==> src/rtl/ilas_generator.sv <==
// ilas_generator
//   JESD204B transmit-lane link-establishment sequencer (4 octets/cycle, pre-8b/10b).
//   While SYNC~ is low: Code Group Synchronisation (all K28.5).
//   Once SYNC~ is high: on the next LMFC boundary, a 4-multiframe ILAS.
//   After the ILAS: user data passes through unchanged.
//   SYNC_REINIT_CYCLES consecutive low SYNC~ cycles during ILAS/DATA drop back to CGS.
//
// Ports
//   clk_i          clock
//   rst_ni         synchronous active-low reset
//   sync_ni        SYNC~ from receiver (already synchronised)
//   cfg_i          ILAS config octets 0..13; octet n = cfg_i[8n+7:8n]
//   tx_data_i      user data; octet 0 = [7:0]
//   tx_ready_o     tx_data_i is consumed this cycle
//   data_o         octet stream to encoder; octet 0 = [7:0] is first in time
//   char_is_k_o    per-octet K-character flag
//   lmfc_o         pulse on the first word of each local multiframe
//   ilas_active_o  high while ILAS words are on data_o
module ilas_generator #(
   parameter int PARALLEL_OCTETS    = 4,
   parameter int DATA_WIDTH         = PARALLEL_OCTETS*8,
   parameter int F                  = 2,
   parameter int K                  = 32,
   parameter int SYNC_REINIT_CYCLES = 4
) (
   input  logic                       clk_i,
   input  logic                       rst_ni,
   input  logic                       sync_ni,
   input  logic [111:0]               cfg_i,
   input  logic [DATA_WIDTH-1:0]      tx_data_i,
   output logic                       tx_ready_o,
   output logic [DATA_WIDTH-1:0]      data_o,
   output logic [PARALLEL_OCTETS-1:0] char_is_k_o,
   output logic                       lmfc_o,
   output logic                       ilas_active_o
);

   localparam int MF_OCTETS = K*F;
   localparam int MF_WORDS  = MF_OCTETS/4;
   localparam int CNT_W     = $clog2(MF_WORDS);
   localparam int LOW_W     = $clog2(SYNC_REINIT_CYCLES+1);
   localparam logic [CNT_W-1:0] LAST_WORD = CNT_W'(MF_WORDS-1);

   typedef enum logic [1:0] {ST_CGS, ST_ILAS, ST_DATA} state_t;

   state_t             state;
   logic [CNT_W-1:0]   word_cnt;   // free-running LMFC word counter
   logic [1:0]         mf_idx;
   logic [LOW_W-1:0]   low_cnt;    // consecutive sync_q=0 cycles in ILAS/DATA
   logic               sync_q;
   logic               reinit;

   logic [DATA_WIDTH-1:0]      ilas_word;
   logic [PARALLEL_OCTETS-1:0] ilas_k;

   // One ILAS octet at multiframe octet index o: {is_k, value}.
   // K*F >= 20 keeps /A/ clear of the /R/, /Q/ and config positions.
   function automatic logic [8:0] ilas_octet(input logic [15:0]  o,
                                             input logic [1:0]   mf,
                                             input logic [111:0] cfg);
      logic [3:0] sel;
      sel = 4'(o - 16'd2);
      if (o == 16'd0)                            return {1'b1, 8'h1C};
      else if (o == 16'(MF_OCTETS-1))            return {1'b1, 8'h7C};
      else if (mf == 2'd1 && o == 16'd1)         return {1'b1, 8'h9C};
      else if (mf == 2'd1 && o <= 16'd15)        return {1'b0, cfg[{sel, 3'b000} +: 8]};
      else                                       return {1'b0, o[7:0]};
   endfunction

   for (genvar l = 0; l < PARALLEL_OCTETS; l++) begin : g_lane
      logic [15:0] oct_idx;
      logic [8:0]  oct;
      assign oct_idx = 16'({word_cnt, 2'b00}) + 16'(l);
      assign oct     = ilas_octet(oct_idx, mf_idx, cfg_i);
      assign ilas_word[8*l +: 8] = oct[7:0];
      assign ilas_k[l]           = oct[8];
   end

   // Fourth (SYNC_REINIT_CYCLES-th) consecutive low sync_q while the link is up.
   assign reinit = (state != ST_CGS) && !sync_q &&
                   (low_cnt == LOW_W'(SYNC_REINIT_CYCLES-1));

   always_ff @(posedge clk_i) begin
      if (!rst_ni) begin
         state         <= ST_CGS;
         word_cnt      <= '0;
         mf_idx        <= '0;
         low_cnt       <= '0;
         sync_q        <= 1'b0;
         data_o        <= {PARALLEL_OCTETS{8'hBC}};
         char_is_k_o   <= '1;
         tx_ready_o    <= 1'b0;
         ilas_active_o <= 1'b0;
         lmfc_o        <= 1'b0;
      end else begin
         sync_q   <= sync_ni;
         lmfc_o   <= (word_cnt == '0);
         word_cnt <= (word_cnt == LAST_WORD) ? '0 : word_cnt + 1'b1;

         unique case (state)
            ST_CGS: begin
               data_o        <= {PARALLEL_OCTETS{8'hBC}};
               char_is_k_o   <= '1;
               ilas_active_o <= 1'b0;
               tx_ready_o    <= 1'b0;
               low_cnt       <= '0;
               // Entering on the last word puts ILAS word 0 on an LMFC boundary.
               if (sync_q && word_cnt == LAST_WORD) begin
                  state  <= ST_ILAS;
                  mf_idx <= '0;
               end
            end
            ST_ILAS: begin
               data_o        <= ilas_word;
               char_is_k_o   <= ilas_k;
               ilas_active_o <= 1'b1;
               low_cnt       <= sync_q ? '0 : low_cnt + 1'b1;
               if (reinit) begin
                  state      <= ST_CGS;
                  low_cnt    <= '0;
                  tx_ready_o <= 1'b0;
               end else if (word_cnt == LAST_WORD) begin
                  mf_idx <= mf_idx + 1'b1;
                  if (mf_idx == 2'd3) begin
                     state      <= ST_DATA;
                     tx_ready_o <= 1'b1;
                  end
               end
            end
            ST_DATA: begin
               data_o        <= tx_data_i;
               char_is_k_o   <= '0;
               ilas_active_o <= 1'b0;
               low_cnt       <= sync_q ? '0 : low_cnt + 1'b1;
               if (reinit) begin
                  state      <= ST_CGS;
                  low_cnt    <= '0;
                  tx_ready_o <= 1'b0;
               end
            end
            default: begin
               state      <= ST_CGS;
               tx_ready_o <= 1'b0;
            end
         endcase
      end
   end

endmodule
==> config.mk <==
export PLATFORM = sky130hd
export DESIGN_NAME = ilas_generator
export DESIGN_NICKNAME = d
export VERILOG_FILES = /design/src/rtl/ilas_generator.sv
export SDC_FILE = /design/constraint.sdc
export NUM_CORES = 1
export LEC_CHECK = 0
export ABC_CLOCK_PERIOD_IN_PS = 8000
export CAP_MARGIN = 20
export CORE_MARGIN = 1.5
export CORE_UTILIZATION = 50
export CTS_CLUSTER_SIZE = 12
export DETAILED_ROUTE_END_ITERATION = 16
export DONT_BUFFER_PORTS = 1
export PLACE_DENSITY_LB_ADDON = 0.25
export SYNTH_ARGS = -nofsm -noshare
export SYNTH_HDL_FRONTEND = slang
export SYNTH_SLANG_ARGS = --single-unit
export TNS_END_PERCENT = 50
==> constraint.sdc <==
create_clock -name clk_i -period 8 [get_ports clk_i]
set_clock_uncertainty 0.2 [all_clocks]
set_input_delay 0 -clock clk_i [delete_from_list [all_inputs] [get_ports clk_i]]
set_output_delay 0 -clock clk_i [all_outputs]
set_load 0.05 [all_outputs]
Word level (Yosys, flattened, before mapping) --
Index checks and enable logic that the tools add are counted.
Storage, ports and cells: register bits 51, input bits 147, output and inout bits 39, logic and storage cells 110
Operators by class: add/subtract/negate cells 10, magnitude comparators 4, eq/ne operators 18, shift-type cells 4, multiplexer cells 35, bitwise logic cells 1, reduce and logical (&&, ||, !) cells 28
Operator list (count):
- 112-bit by 8-bit indexed part select with 8-bit output | 4
- 32-bit case mux with 3 select lines | 1
- 9-bit two-way mux | 10
- 16-bit zero test | 4
- 8-bit two-way mux | 4
- 7-bit by 1-bit equality test with 1-bit output (second input constant) | 3
- 7-bit by 6-bit equality test with 1-bit output (second input constant) | 3
- 7-bit by 4-bit <= comparator with 1-bit output (second input constant) | 3
- 2-bit two-way mux | 8
- 4-bit by 2-bit subtractor with 4-bit output (second input constant) | 4
- 6-bit by 2-bit adder with 7-bit output (second input constant) | 2
- 4-bit case mux with 3 select lines | 1
- 1-bit logical AND | 10
- 2-bit inequality test (second input constant) | 4
- 4-bit AND reduction | 2
- 2-bit nonzero test | 4
- 6-bit by 1-bit adder with 7-bit output (second input constant) | 1
- 6-bit by 4-bit <= comparator with 1-bit output (second input constant) | 1
- 3-bit two-way mux | 2
- 3-bit inequality test (second input constant) | 2
- 2-bit case mux with 3 select lines | 1
- 3-bit case mux with 2 select lines | 1
- 2-bit OR reduction | 3
- 4-bit by 1-bit adder with 4-bit output (second input constant) | 1
- 15 further kinds | 21

Longest topological paths before layout --
Gate-level depths: netlist of the first run.
depth after elaboration 8, mapped depth 10, depth with buffers taken out 6

Worst setup path after synthesis of the first run --
Ideal clock, no wire load.
kind reg2reg, from register word_cnt[0], to register data_o[15], setup time 129 ps, arrival 2222 ps, data required time 7671 ps, path slack 5448 ps, cell stages (with the launch flop) 10, buffers on the path 3, clock period less this slack 2552 ps, path through dfxtp_1 buf_4 inv_1 clkbuf_1 ha_1 buf_6 mux2_4 a221o_1 a221oi_2 o21ai_1
On the way: longest elaborated chain between the ends 8, elaborated cells on any way between the ends 14, those cells by class add/sub (2); order compare (1); eq/ne (2); shift (1); mux (5); reduce/logical (3)
Ends and longest elaborated chain:
- start, declared | line 47 | logic [CNT_W-1:0] word_cnt;
- start signal, assigned | line 98 | word_cnt <= (word_cnt == LAST_WORD) ? '0 : word_cnt + 1'b1;
- 6-bit by 1-bit adder with 7-bit output * | line 73 | assign oct_idx = 16'({word_cnt, 2'b00}) + 16'(l);
- 4-bit by 2-bit subtractor with 4-bit output or 7-bit by 4-bit <= comparator with 1-bit output (tied branches) | line 62, 66
- 112-bit by 8-bit indexed part select with 8-bit output or 1-bit logical AND (tied branches) | line 66 | else if (mf == 2'd1 && o <= 16'd15) return {1'b0, cfg[{sel, 3'b000} +: 8]};
- 8-bit two-way mux | line 66
- 9-bit two-way mux | line 65 | else if (mf == 2'd1 && o == 16'd1) return {1'b1, 8'h9C};
- 9-bit two-way mux | line 64 | else if (o == 16'(MF_OCTETS-1)) return {1'b1, 8'h7C};
- 9-bit two-way mux * | line 63 | if (o == 16'd0) return {1'b1, 8'h1C};
- 32-bit case mux with 3 select lines * | line 100 | unique case (state)
- end signal, assigned | line 90 | data_o <= {PARALLEL_OCTETS{8'hBC}};
- end signal, assigned | line 102 | data_o <= {PARALLEL_OCTETS{8'hBC}};
- end signal, assigned | line 114 | data_o <= ilas_word;
- end, declared | line 32 | output logic [DATA_WIDTH-1:0] data_o,
Every way passes the cells marked *; elsewhere a longest branch is shown, timed or not. A chain may end at the register's enable or synchronous reset.

Worst setup path after layout of the first run --
from register word_cnt[0], to register data_o[10]
Same word-level chain as after synthesis.

==> impl_metrics.json, run 1 <==
{
  "status": "finished, final reports clean",
  "syn_avg_cell_area_um2": 8.717,
  "io_pins": 186,
  "finalHoldViolations": 0,
  "finalSetupViolCount": 0,
  "area_growth_pct": 22.49,
  "antenna_found_initial": 0,
  "drive_above_1_share_pct": 8.696,
  "finalMaxSlewViolations": 0,
  "n_antenna_cell": 0,
  "intPower_uw": 366.8,
  "p_leak_nw": 1.405,
  "grt_setup_unrepaired": "no",
  "grt_max_degree": 33,
  "hp-class": "primary input to register",
  "ant_nets": 0,
  "regArea_um2": 1022,
  "utilization_pct": 64.66,
  "mostFrequentLayoutCell": "dlygate4sd3_1",
  "start_util_pct": 52.79,
  "fin_cells": 489,
  "die_width_um": 82.99,
  "yosysWarnings": 0,
  "ir_drop_v": 0.00007073,
  "synth_seq_cells": 51,
  "root_buffer": "clkbuf_8",
  "chipHeight_um": 82.99,
  "routabilityCongestion": 0.8594,
  "port_buffers": 0,
  "power.share.combinational_pct": 17.8,
  "ys_async_sr_fraction_pct": 0,
  "timing.setup.tns_ps": 0,
  "grt_usage_pct": 30.06,
  "cts_buffers": 5,
  "die_area_um2": 6887,
  "max-cap-violations": 0,
  "n_fill_cell": 508,
  "cts_post_setup_buffers_inserted": 0,
  "fin_crit_ps": 4686,
  "dr.pass1.iters": 5,
  "synth_edf_count": 0,
  "clock_power_share_pct": 29.7,
  "arrival_ps": 4740,
  "hold_slack_ps": 20.81,
  "p_total_uw": 507.3,
  "criticalPathCategory": "register to register",
  "path_clk_slew_ps": 100,
  "multiInputGateArea_um2": 1998,
  "grt_pass1_vias": 3221,
  "hpwl_mm": 7.116,
  "tritoncts": "done",
  "routed_wl_mm": 10.65,
  "synth_seq_area_share_pct": 31.91,
  "nNetsFinal": 570,
  "crit_path_max_fanout": 32,
  "synth_area_um2": 3199,
  "core_um2": 6061,
  "crit_required_ps": 8060,
  "htree_levels": 2,
  "first_iter_violations": 236,
  "slew_headroom_pct": 37.69,
  "start_kind": "register",
  "power.switching_uw": 140.5,
  "synth_cells": 367,
  "p_seq_share_pct": 52.5,
  "finalCritPeriodShare_pct": 58.58,
  "cts_resized": 0,
  "insertion_delay_ps": 310,
  "synth_ff_type": "dfxtp_1",
  "synth.distinct_cells": 53,
  "place_ws_ps": 4252,
  "numClockSinks": 51,
  "drcViolationCount": 0,
  "power_density_nw_per_um2": 129.5,
  "rows": 28,
  "timing.fmax_mhz": 213.4,
  "num_vias": 3236,
  "dpl-instance-area_um2": 3163,
  "routedWlPerCell_um": 21.77,
  "cp-end-kind": "register",
  "grt_pass1_wl_mm": 16.59,
  "clockBufferDepth": 2,
  "p_sw_share_pct": 27.70,
  "design_area_um2": 3919,
  "setup_ws_ps": 3314,
  "place_inst": 414,
  "synth_nets": 524,
  "tightest_slew_ps": 931.6,
  "overflow": 0,
  "final_cell_mix": "dlygate4sd3_1, dfxtp_1, nor2_1",
  "viasPerCell": 6.618
}
power groups by stage:
stage                     Combinational (mW)  Sequential, mW  Clock [mW]
after floorplan                       0.0690           0.267           0
after global placement                0.0710           0.272           0
after detailed placement              0.0719           0.273           0
after CTS                             0.0885           0.267       0.156
after global routing                  0.0962           0.267       0.164
final                                 0.0901           0.267       0.151
worst max-delay path, stage by stage (launching register included):
cell	delay [ps]
dfxtp_2	930
inv_1	420
ha_1	960
and2b_1	570
a21oi_1	140
o21ai_0	170
dlygate4sd3_1	580
o22a_1	110
dlygate4sd3_1	550
sequential cells by signal, indices dropped and copies added, names as in the netlist:
name,cells
sync_q,1
lmfc_o,1
word_cnt,4
data_o,32
char_is_k_o,4
mf_idx,2
tx_ready_o,1
low_cnt,3
state,2
ilas_active_o,1
layer usage:
metal,track usage [%],wire length (um),vias up
met1,37.00,4099,1528
met4,11.82,309,0
met3,8.052,1003,28
met5,0,0,-
li1,-,-,1465
met2,50.04,5235,215
logic make-up (layout without fill, tap and decap cells):
group,Yosys count,after routing,share of synthesized area (%)
buffers and inverters,39,86,5.632
flip-flops,51,51,31.91
AND/OR/NAND/NOR,117,117,17.87
XOR/XNOR,1,1,0.2738
adder cells (fa/ha/maj),10,10,3.911
AO/OA/AOI/OAI,113,113,23.27
multiplexers,36,36,17.13
layout make-up:
cell class              count  area share, %
inverters                   9         0.8621
flip-flops and latches     51          26.09
repair buffers             69          17.50
clock buffers               6          1.852
clock inverters             2         0.3193
multi-input cells         277          50.99
well taps                  75          2.395
worst paths after layout:
kind | slack, ps | cells after the start | start | to
setup / recovery | 3310 | 8 | word_cnt[0] | data_o[10]
hold / removal | 20 | 3 | cfg_i[2] | data_o[18]
setup reg to reg | 3310 | 8 | word_cnt[0] | data_o[10]
hold reg to reg | 340 | 2 | low_cnt[1] | low_cnt[1]
synth_stat cells, types with 2 or more instances:
| cell | instances | area (um2) |
|---|---|---|
| a21o_1 | 3 | 22.52 |
| and2b_1 | 2 | 15.01 |
| o211ai_1 | 2 | 15.01 |
| nand3_1 | 13 | 65.06 |
| inv_1 | 8 | 30.03 |
| mux2_2 | 6 | 67.56 |
| buf_6 | 2 | 22.52 |
| o21ai_1 | 5 | 25.02 |
| and3_1 | 7 | 43.79 |
| o21ai_0 | 24 | 120.1 |
| a31oi_1 | 5 | 31.28 |
| nand3b_1 | 2 | 15.01 |
| a221o_1 | 7 | 70.07 |
| clkbuf_1 | 12 | 45.04 |
| ha_1 | 10 | 125.1 |
| a22oi_1 | 9 | 67.56 |
| nor2_1 | 42 | 157.7 |
| mux4_2 | 14 | 315.3 |
| a21oi_1 | 32 | 160.2 |
| dfxtp_1 | 51 | 1021 |
| a211oi_1 | 2 | 15.01 |
| nor3_1 | 5 | 25.02 |
| a221oi_2 | 2 | 30.03 |
| o2bb2ai_1 | 4 | 35.03 |
| mux2i_1 | 15 | 150.1 |
| or3_1 | 3 | 18.77 |
| buf_1 | 3 | 11.26 |
| nor3b_1 | 2 | 15.01 |
| buf_2 | 12 | 60.06 |
| nand2b_1 | 2 | 12.51 |
| o22ai_1 | 3 | 18.77 |
| nand4_1 | 3 | 18.77 |
| a221oi_1 | 6 | 52.55 |
| nand2_1 | 21 | 78.83 |
| nor2b_1 | 6 | 37.54 |
| and2_1 | 5 | 31.28 |
timing repair:
| item | 4_1_cts | 5_1_grt |
|---|---|---|
| endpoints found under the hold margin | 50 | 0 |
| setup endpoints to repair | 0 | 0 |
| hold buffers | 67 | 0 |
Note: power is estimated with default switching activity, not from simulation.
==> run 2, diff against run 1 <==
- ABC_CLOCK_PERIOD_IN_PS: 8000 -> 4700
- clock period: 8 -> 4.7 ns (I/O delays scaled with it)
==> run 2 against run 1 <==
  * Sequential cell count is the same
  * Worst hold slack lost 6.5 ps
  * Critical path depth is the same
  * Clock power grew 100%
  * Critical path type unchanged
  * Sequential power grew 67%
  * Fmax grew 24%
  * Utilization grew 0.54 points
  * Wire length shrank 0.41%
  * Register-to-register slack lost 2400 ps
  * Die area is the same
  * Non-clock buffer count grew 2
  * Final area grew 0.83%
==> impl_metrics.json, run 2 (synthesized netlist as in run 1, its figures left out) <==
{
  "grt_pass1_wl_mm": 16.95,
  "cp_cell_sequence": "inv_1 -> ha_1 -> and2b_1 -> a21oi_1 -> o21ai_0 -> dlygate4sd3_1 -> o22a_1 -> dlygate4sd3_1",
  "crit_path_frequent_cell": "dlygate4sd3_1",
  "cts_resized": 0,
  "clockBufferDepth": 2,
  "crit_required_ps": 4760,
  "start_util_pct": 52.79,
  "rows": 28,
  "ant_nets": 0,
  "drive_above_1_share_pct": 8.916,
  "crit_path_max_fanout": 19,
  "hp-class": "primary input to register",
  "n_antenna_cell": 0,
  "mostFrequentLayoutCell": "dlygate4sd3_1",
  "p_leak_nw": 1.426,
  "viasPerCell": 6.561,
  "routabilityCongestion": 0.8788,
  "largest_register": "data_o",
  "cts_post_setup_buffers_inserted": 0,
  "chipHeight_um": 82.99,
  "max_stage_delay_ps": 920,
  "tritoncts": "done",
  "antenna_found_initial": 0,
  "regArea_um2": 1022,
  "cts_buffers": 5,
  "design_area_um2": 3951,
  "timing.fmax_mhz": 263.9,
  "p_total_uw": 916.6,
  "finalCritPeriodShare_pct": 80.61,
  "htree_levels": 2,
  "root_buffer": "clkbuf_8",
  "n_fill_cell": 488,
  "insertion_delay_ps": 310,
  "tightest_slew_ps": 934.2,
  "hold_buffers": 67,
  "port_buffers": 0,
  "routedWlPerCell_um": 21.64,
  "grt_usage_pct": 30.53,
  "routed_wl_mm": 10.60,
  "dpl-instance-area_um2": 3178,
  "finalHoldViolations": 0,
  "max-cap-violations": 0,
  "cpMaxStageDelayCell": "ha_1",
  "place_ws_ps": 1739,
  "drcViolationCount": 0,
  "first_iter_violations": 177,
  "die_area_um2": 6887,
  "area_growth_pct": 23.50,
  "largest_reg_flops": 32,
  "io_pins": 186,
  "num_vias": 3215,
  "status": "finished, final reports clean",
  "hpwl_mm": 6.992,
  "numClockSinks": 51,
  "final_cell_mix": "dlygate4sd3_1, dfxtp_1, nor2_1",
  "power_density_nw_per_um2": 232.0,
  "overflow": 0,
  "path_clk_slew_ps": 90,
  "start_kind": "register",
  "reg_top3": "data_o: 32 flops, char_is_k_o: 4 flops, word_cnt: 4 flops",
  "core_um2": 6061,
  "nNetsFinal": 572,
  "grt_pass1_vias": 3328,
  "multiInputGateArea_um2": 1998,
  "fin_crit_ps": 3789,
  "setup_ws_ps": 911.3,
  "cp-end-kind": "register",
  "grt_setup_unrepaired": "no",
  "finalSetupViolCount": 0,
  "die_width_um": 82.99,
  "dr.pass1.iters": 5,
  "utilization_pct": 65.19,
  "timing.setup.tns_ps": 0,
  "arrival_ps": 3850,
  "finalMaxSlewViolations": 0,
  "slew_headroom_pct": 37.51,
  "ir_drop_v": 0.0001914,
  "criticalPathCategory": "register to register",
  "grt_max_degree": 33
}
run 2: changes by cell type in the layout (fill, tap and decap cells not counted), sizes merged:
cell,delta
clkinvlp,-1
clkinv,-1
bufinv,+1
buf,+2
run 2: path summary, 6_finish.rpt:
| kind | start | end | slack [ps] | depth (start not counted) |
|---|---|---|---|---|
| setup / recovery | word_cnt[0] | data_o[10] | 910 | 8 |
| setup reg to reg | word_cnt[0] | data_o[10] | 910 | 8 |
| hold / removal | cfg_i[2] | data_o[18] | 10 | 3 |
| hold reg to reg | low_cnt[1] | low_cnt[1] | 340 | 2 |
run 2: metrics by stage:
stage                     hold slack, ps  instances
after floorplan                   -72.71        367
after global routing               42.42        490
after CTS                          9.161        490
final                              14.29        490
after global placement            -130.9        416
after detailed placement          -130.0        416
run 2: worst max-delay path, delay by kind of cell (launching register included):
family | cells | cell delay (ps)
compound gates | 3 | 430
fa+ha+maj | 1 | 920
buf+inv | 3 | 1270
flops | 1 | 330
simple gates | 1 | 570
run 2: final cells by class:
class,count,area share [%]
clock buffer,6,1.837
clock inverter,1,0.7600
inverter,9,0.8550
multi-input combinational,277,50.57
sequential,51,25.87
tap,75,2.375
timing repair buffer,71,17.73
run 2: power breakdown:
part	switching (mW)	internal (mW)	leakage, nW
registers	0.00982	0.436	0.413
logic	0.0786	0.0844	0.962
clock network	0.151	0.156	0.0513
total	0.240	0.677	1.43
run 2: metal layers:
metal / up-vias / track usage [%] / share of wire (%)
met5: - / 0 / 0
li1: 1463 / - / -
met1: 1512 / 35.99 / 38
met3: 25 / 7.853 / 9.8
met2: 215 / 53.22 / 50
met4: 0 / 11.52 / 2.5
